File: src/rtl/tt_capture.sv
// ---------------------------------------------------------------------------
// TtCapture (module tt_capture)
//
// Purpose:
//   Sweeps all 128 input vectors of a 7-input combinational function, holds
//   each vector for SETTLE cycles, records the function output into a
//   128-bit truth table, then streams that table out as 32 hex nibbles
//   (most significant nibble first) over a valid/ready handshake.
//
// Optional feature:
//   TT_CAPTURE_POPCOUNT_EN  - when defined, 'ones' counts the 1-samples of
//                             the current capture and equals popcount(tt)
//                             once tt_valid is high. When undefined, 'ones'
//                             is tied to zero and no counter is built.
//
// Parameters:
//   SETTLE     cycles each vector is held before f_in is sampled (1..15)
//
// Ports:
//   clk        rising-edge clock for all state
//   rst_n      synchronous active-low reset
//   start      capture request, honoured only in IDLE
//   x_drv      vector driven to the function under test (bit k -> xk)
//   f_in       output of the function under test
//   busy       high in every state except IDLE
//   tt         captured truth table, tt[i] = f(i)
//   tt_valid   tt holds a complete capture
//   nib_data   current nibble of the output stream
//   nib_valid  nib_data is valid (high throughout EMIT)
//   nib_ready  downstream accepts the nibble when high with nib_valid
//   nib_last   marks the 32nd nibble
//   done       one-cycle pulse after the last nibble handshake
//   ones       population count of tt (see optional feature)
// ---------------------------------------------------------------------------
module tt_capture #(
    parameter int unsigned SETTLE = 1
) (
    input  logic         clk,
    input  logic         rst_n,
    input  logic         start,
    output logic [6:0]   x_drv,
    input  logic         f_in,
    output logic         busy,
    output logic [127:0] tt,
    output logic         tt_valid,
    output logic [3:0]   nib_data,
    output logic         nib_valid,
    input  logic         nib_ready,
    output logic         nib_last,
    output logic         done,
    output logic [7:0]   ones
);

    typedef enum logic [1:0] {
        IDLE  = 2'd0,
        DRIVE = 2'd1,
        EMIT  = 2'd2,
        DONE  = 2'd3
    } state_e;

    // Settle counter value on the cycle in which f_in is sampled.
    localparam logic [3:0] SETTLE_LAST = 4'(SETTLE - 1);
    localparam logic [6:0] VEC_LAST    = 7'd127;
    localparam logic [4:0] NIB_LAST    = 5'd31;

    state_e         state_q,     state_d;
    logic [6:0]     vecIdx_q,    vecIdx_d;
    logic [3:0]     settleCnt_q, settleCnt_d;
    logic [4:0]     nibIdx_q,    nibIdx_d;
    logic [127:0]   tt_q,        tt_d;
    logic           ttValid_q,   ttValid_d;

    logic           startAccept;
    logic           sampleNow;

    // A start only counts in IDLE; in every other state, DONE included,
    // it is dropped.
    assign startAccept = (state_q == IDLE) && start;

    // The sample edge is the one that closes the SETTLE-th cycle of the
    // current vector.
    assign sampleNow = (state_q == DRIVE) && (settleCnt_q == SETTLE_LAST);

    // State and datapath registers; reset wipes everything, so an aborted
    // capture leaves no trace and produces no nibble or done pulse.
    always_ff @(posedge clk) begin
        if (!rst_n) begin
            state_q     <= IDLE;
            vecIdx_q    <= '0;
            settleCnt_q <= '0;
            nibIdx_q    <= '0;
            tt_q        <= '0;
            ttValid_q   <= 1'b0;
        end else begin
            state_q     <= state_d;
            vecIdx_q    <= vecIdx_d;
            settleCnt_q <= settleCnt_d;
            nibIdx_q    <= nibIdx_d;
            tt_q        <= tt_d;
            ttValid_q   <= ttValid_d;
        end
    end

    // Next-state logic. The vector index stops at 127 and is returned to 0
    // when leaving DRIVE, so it never wraps mid-capture. The nibble index
    // only moves on an accepted handshake, which keeps nib_data/nib_last
    // stable through any stall.
    always_comb begin
        state_d     = state_q;
        vecIdx_d    = vecIdx_q;
        settleCnt_d = settleCnt_q;
        nibIdx_d    = nibIdx_q;
        tt_d        = tt_q;
        ttValid_d   = ttValid_q;

        case (state_q)
            IDLE: begin
                if (startAccept) begin
                    state_d     = DRIVE;
                    vecIdx_d    = '0;
                    settleCnt_d = '0;
                    nibIdx_d    = '0;
                    tt_d        = '0;
                    ttValid_d   = 1'b0;
                end
            end

            DRIVE: begin
                if (sampleNow) begin
                    tt_d[vecIdx_q] = f_in;
                    settleCnt_d    = '0;
                    if (vecIdx_q == VEC_LAST) begin
                        state_d   = EMIT;
                        ttValid_d = 1'b1;
                        vecIdx_d  = '0;
                        nibIdx_d  = '0;
                    end else begin
                        vecIdx_d = vecIdx_q + 7'd1;
                    end
                end else begin
                    settleCnt_d = settleCnt_q + 4'd1;
                end
            end

            EMIT: begin
                if (nib_ready) begin
                    if (nibIdx_q == NIB_LAST) begin
                        state_d  = DONE;
                        nibIdx_d = '0;
                    end else begin
                        nibIdx_d = nibIdx_q + 5'd1;
                    end
                end
            end

            DONE: begin
                state_d = IDLE;
            end

            default: begin
                state_d = IDLE;
            end
        endcase
    end

    // Nibble k covers tt[127-4k -: 4]; its low bit index 124-4k equals
    // 4*(31-k), and 31-k is just the bitwise inverse of the 5-bit index.
    logic [6:0] nibBase;
    assign nibBase = {~nibIdx_q, 2'b00};

    assign busy      = (state_q != IDLE);
    assign x_drv     = (state_q == DRIVE) ? vecIdx_q : 7'd0;
    assign tt        = tt_q;
    assign tt_valid  = ttValid_q;
    assign nib_valid = (state_q == EMIT);
    assign nib_data  = (state_q == EMIT) ? tt_q[nibBase +: 4] : 4'd0;
    assign nib_last  = (state_q == EMIT) && (nibIdx_q == NIB_LAST);
    assign done      = (state_q == DONE);

`ifdef TT_CAPTURE_POPCOUNT_EN
    logic [7:0] ones_q, ones_d;

    // Running count of 1-samples; it tracks tt bit for bit, so it equals
    // popcount(tt) once the sweep completes and holds it afterwards.
    always_comb begin
        ones_d = ones_q;
        if (startAccept) begin
            ones_d = '0;
        end else if (sampleNow && f_in) begin
            ones_d = ones_q + 8'd1;
        end
    end

    // Popcount register, cleared by reset like the rest of the state.
    always_ff @(posedge clk) begin
        if (!rst_n) begin
            ones_q <= '0;
        end else begin
            ones_q <= ones_d;
        end
    end

    assign ones = ones_q;
`else
    assign ones = 8'd0;
`endif

endmodule
File: config.mk
export PLATFORM = sky130hd
export DESIGN_NAME = tt_capture
export DESIGN_NICKNAME = d
export VERILOG_FILES = /design/src/rtl/tt_capture.sv
export SDC_FILE = /design/constraint.sdc
export NUM_CORES = 1
export LEC_CHECK = 0
export BUFFER_PORTS_ARGS = -buffer_cell sky130_fd_sc_hd__buf_4
export CORE_UTILIZATION = 30
export CTS_CLUSTER_SIZE = 25
export DETAILED_ROUTE_END_ITERATION = 16
export PLACE_DENSITY = 0.62
export SETUP_SLACK_MARGIN = 0.2
export SLEW_MARGIN = 40
export SYNTH_ARGS = -nofsm -noshare
export SYNTH_HDL_FRONTEND = slang
export SYNTH_SLANG_ARGS = --single-unit
export TNS_END_PERCENT = 5
File: constraint.sdc
create_clock -name clk -period 2.2 [get_ports clk]
set_clock_uncertainty 0.15 [all_clocks]
set_input_delay 0.44 -clock clk [delete_from_list [all_inputs] [get_ports clk]]
set_output_delay 0.44 -clock clk [all_outputs]
set_load 0.1 [all_outputs]
==> run_results.csv <==
group,metric,value,unit
power_and_ir_drop,cellLeakagePower,0.00450,µW
worst_setup_path,critPathArrivalTime,2230,ps
clocking,cts_buffer_depth,2,
grt,number_of_global_route_vias_before_repair,7929,
synth,main_combinational_cell_family_by_area_after_synthesis,"compound AO/OA/AOI/OAI gates",
sta,max_slew.worst_pin.slew,628,ps
sta,finalWorstPathRequiredPeriod,2820,ps
clocking,clock_sink_count,147,
routing,route.layer.met1.wl,13.0,mm
worst_hold_path,hold_path_class,"input port to flop",
final_layout,design.final.nets,1161,
clocking,tritoncts,"built",
routing,met2_wirelength,14.8,mm
grt,track_usage,23.4,%
sta,timing.fmax,0.355,GHz
synth,synth_top_cells_by_area,"sky130_fd_sc_hd__dfxtp_1, sky130_fd_sc_hd__mux4_2, sky130_fd_sc_hd__mux2i_1",
worst_setup_path,critical_path_class,"flop to output pin",
worst_setup_path,worst_ep_required_time,1610,ps
sta,hold_ws,215,ps
place,hpwl,22.1,mm
sta,finalHoldViolCount,0,
place,port-buffer-count,148,
final_layout,most-common-layout-cells,"sky130_fd_sc_hd__buf_4, sky130_fd_sc_hd__dfxtp_2, sky130_fd_sc_hd__a21oi_1",
synth,synth-edff-count,0,
final_layout,area_delta_synth_final,59.1,%
routing,via_per_inst,5.59,
clocking,cts_root_buf,"sky130_fd_sc_hd__clkbuf_16",
job,timing.max_cap.violations,0,
outcome,result_of_the_run,"complete, but fails checks",
sta,setup_repair_after_global_routing_missed_its_margin,"true",
power_and_ir_drop,peakVddDrop,873,µV
clocking,clock_buffer_count_from_cts,17,
routing,routed_wire_per_std_cell,21.0,µm
clocking,worst_setup_hold_path_clk_slew,60,ps
sta,relSlewSlack,57.8,%
grt,global_route.overflow_total,0,
final_layout,final_core_utilization,48.9,%
synth,synthCells,865,
synth,ys_dominant_reg_cell,"sky130_fd_sc_hd__dfxtp_1",
synth,asyncSetResetFlopFracSynth,0,%
final_layout,most_common_library_cell_in_the_layout_ignoring_fill_and_taps,"sky130_fd_sc_hd__buf_4",
clocking,cts.htree.levels,4,
routing,routed_wl,31.2,mm
die,die_w,163,µm
synth,synth_area,7780,µm²
final_layout,share_of_final_layout_standard_cells_stronger_than_drive_strength_1,56.7,%
routing,postRouteAntennaNets,0,
synth,seq_area_frac_synth,37.8,%
die,die_area,26600,µm²
routing,detail_route.drc_violations,0,
sta,setup-violations-final,27,
synth,ys_warn_count,0,
place,place.gp.congestion,0.912,
die,core,25300,µm²
sta,drv_slew,0,
sta,finalWorstSetupSlack,-620,ps
clocking,cts_hold_repair.buffers,0,
synth,synth_compound_area_share,21.4,%
synth,synth_xor_xnor_area_share,0.563,%
grt,antenna_violations_before_repair,0,
synth,synthesis.area_per_instance,8.99,µm²
synth,synth_unique_cells,56,
worst_setup_path,end_kind,"output pin",
routing,route.vias.total,8334,
routing,detailedRoute.firstPassIterationCount,5,
worst_setup_path,critical_path.startpoint_type,"flop",
outcome,violations,"setup timing",
synth,synth.ff_latch_count,147,
grt,largest_net_degree_at_the_start_of_global_routing,118,
synth,synth_top_area_cell,"sky130_fd_sc_hd__dfxtp_1",
routing,detailedRoute.firstIterationViolations,992,
die,top_level_ports,157,
routing,highest-signal-layer,"met4",
die,floorplan.initialDensity,30.7,%
synth,synth.mux.area_fraction,17.1,%
power_and_ir_drop,p_per_area,716,nW/µm²
worst_setup_path,critPathMaxFanout,8,
sta,period_share,128,%
die,std_cell_rows,58,
routing,met3_length,2.35,mm
clocking,clk_latency,430,ps
die,die_h,163,µm
synth,synth-adder-area-share,1.45,%
synth,netlist.area_leader.share,37.8,%
grt,first_pass_grt_wire_length,47.2,mm
final_layout,antenna_cells_inserted,0,
synth,fraction_of_the_mapped_netlist_area_in_simple_logic_gates,15.1,%
[cells in the mapped netlist (7+ instances only)]
master and instances:
sky130_fd_sc_hd__clkbuf_1 69, sky130_fd_sc_hd__o211ai_1 10, sky130_fd_sc_hd__buf_2 18, sky130_fd_sc_hd__a2111oi_0 43
sky130_fd_sc_hd__nor3_1 7, sky130_fd_sc_hd__mux4_2 29, sky130_fd_sc_hd__nand2_1 16, sky130_fd_sc_hd__nand2b_1 9
sky130_fd_sc_hd__inv_1 11, sky130_fd_sc_hd__o21ai_0 86, sky130_fd_sc_hd__o21ai_1 8, sky130_fd_sc_hd__mux2i_1 60
sky130_fd_sc_hd__dfxtp_1 147, sky130_fd_sc_hd__and2_1 8, sky130_fd_sc_hd__buf_4 8, sky130_fd_sc_hd__ha_1 9
sky130_fd_sc_hd__a21oi_1 86, sky130_fd_sc_hd__nand3_1 75, sky130_fd_sc_hd__nor2_1 63, sky130_fd_sc_hd__mux2_2 7
[where the power goes]
| group | switching (µW) | leakage, µW | internal [µW] |
|---|---|---|---|
| clock network | 1290 | 0.000299 | 1710 |
| logic | 2000 | 0.00294 | 1130 |
| registers | 59.0 | 0.00127 | 2670 |
| total | 3350 | 0.00450 | 5510 |
[metal layers]
metal	GRT usage, %	vias to the layer above
li1	-	3806
met3	4.46	74
met4	10.6	0
met1	30.8	4060
met5	0	-
met2	36.8	394
[per-stage QoR]
step | instance area [µm²] | total power (µW) | setup TNS (ps) | setup slack [ps] | cells
after CTS | 12000 | 8520 | -3230 | -657 | 1481
after global routing | 12400 | 9150 | -7970 | -661 | 1490
final | 12400 | 8860 | -3450 | -620 | 1490
after detailed placement | 10900 | 5090 | -13950 | -302 | 1442
after global placement | 10900 | 5080 | -12030 | -282 | 1442
after floorplan | 8190 | 4260 | -5630 | -184 | 872
[state kept, by name (all words and copies together), names as in the netlist]
signal	flops
nibIdx_q	5
settleCnt_q	4
vecIdx_q	7
state_q	2
tt_valid	1
tt	128
[kinds of logic after synthesis]
logic type               Yosys count
AND/OR/NAND/NOR                  223
flip-flops                       147
AO/OA/AOI/OAI                    269
XOR/XNOR                           5
multiplexers                      96
buffers and inverters            115
adder cells (fa/ha/maj)            9
other                              1
[timing repair]
item,in CTS,in global routing
endpoints found under the setup margin,158,158
gates resized for setup,135,93
buffers inserted,5,8
gates cloned,2,1
pin swaps,12,14
[cell type report]
class | count | area (µm²)
Clock buffer | 17 | 425
Clock inverter | 15 | 166
Fill cell | 2264 | 13000
Inverter | 12 | 45.0
Multi-Input combinational cell | 610 | 4930
Sequential cell | 147 | 3200
Tap cell | 330 | 413
Timing Repair Buffer | 359 | 3190
[worst max-delay path, cell delays in order (launching register included)]
cell	delay, ps
sky130_fd_sc_hd__dfxtp_4	390
sky130_fd_sc_hd__buf_12	150
sky130_fd_sc_hd__buf_6	110
sky130_fd_sc_hd__mux4_2	520
sky130_fd_sc_hd__mux2i_1	180
sky130_fd_sc_hd__mux2_4	200
sky130_fd_sc_hd__a21oi_4	70
sky130_fd_sc_hd__buf_12	170
[final timing paths]
kind                                     start           to  slack (ps)  cells past startpoint
worst min-delay path                     rst_n   state_q[1]         210                      3
worst max-delay path               nibIdx_q[1]  nib_data[1]        -620                      7
worst max register to register  settleCnt_q[0]  nibIdx_q[0]        -120                      6
worst min register to register          tt[90]       tt[90]         350                      2
No activity file was read; power rests on OpenSTA's default activity.
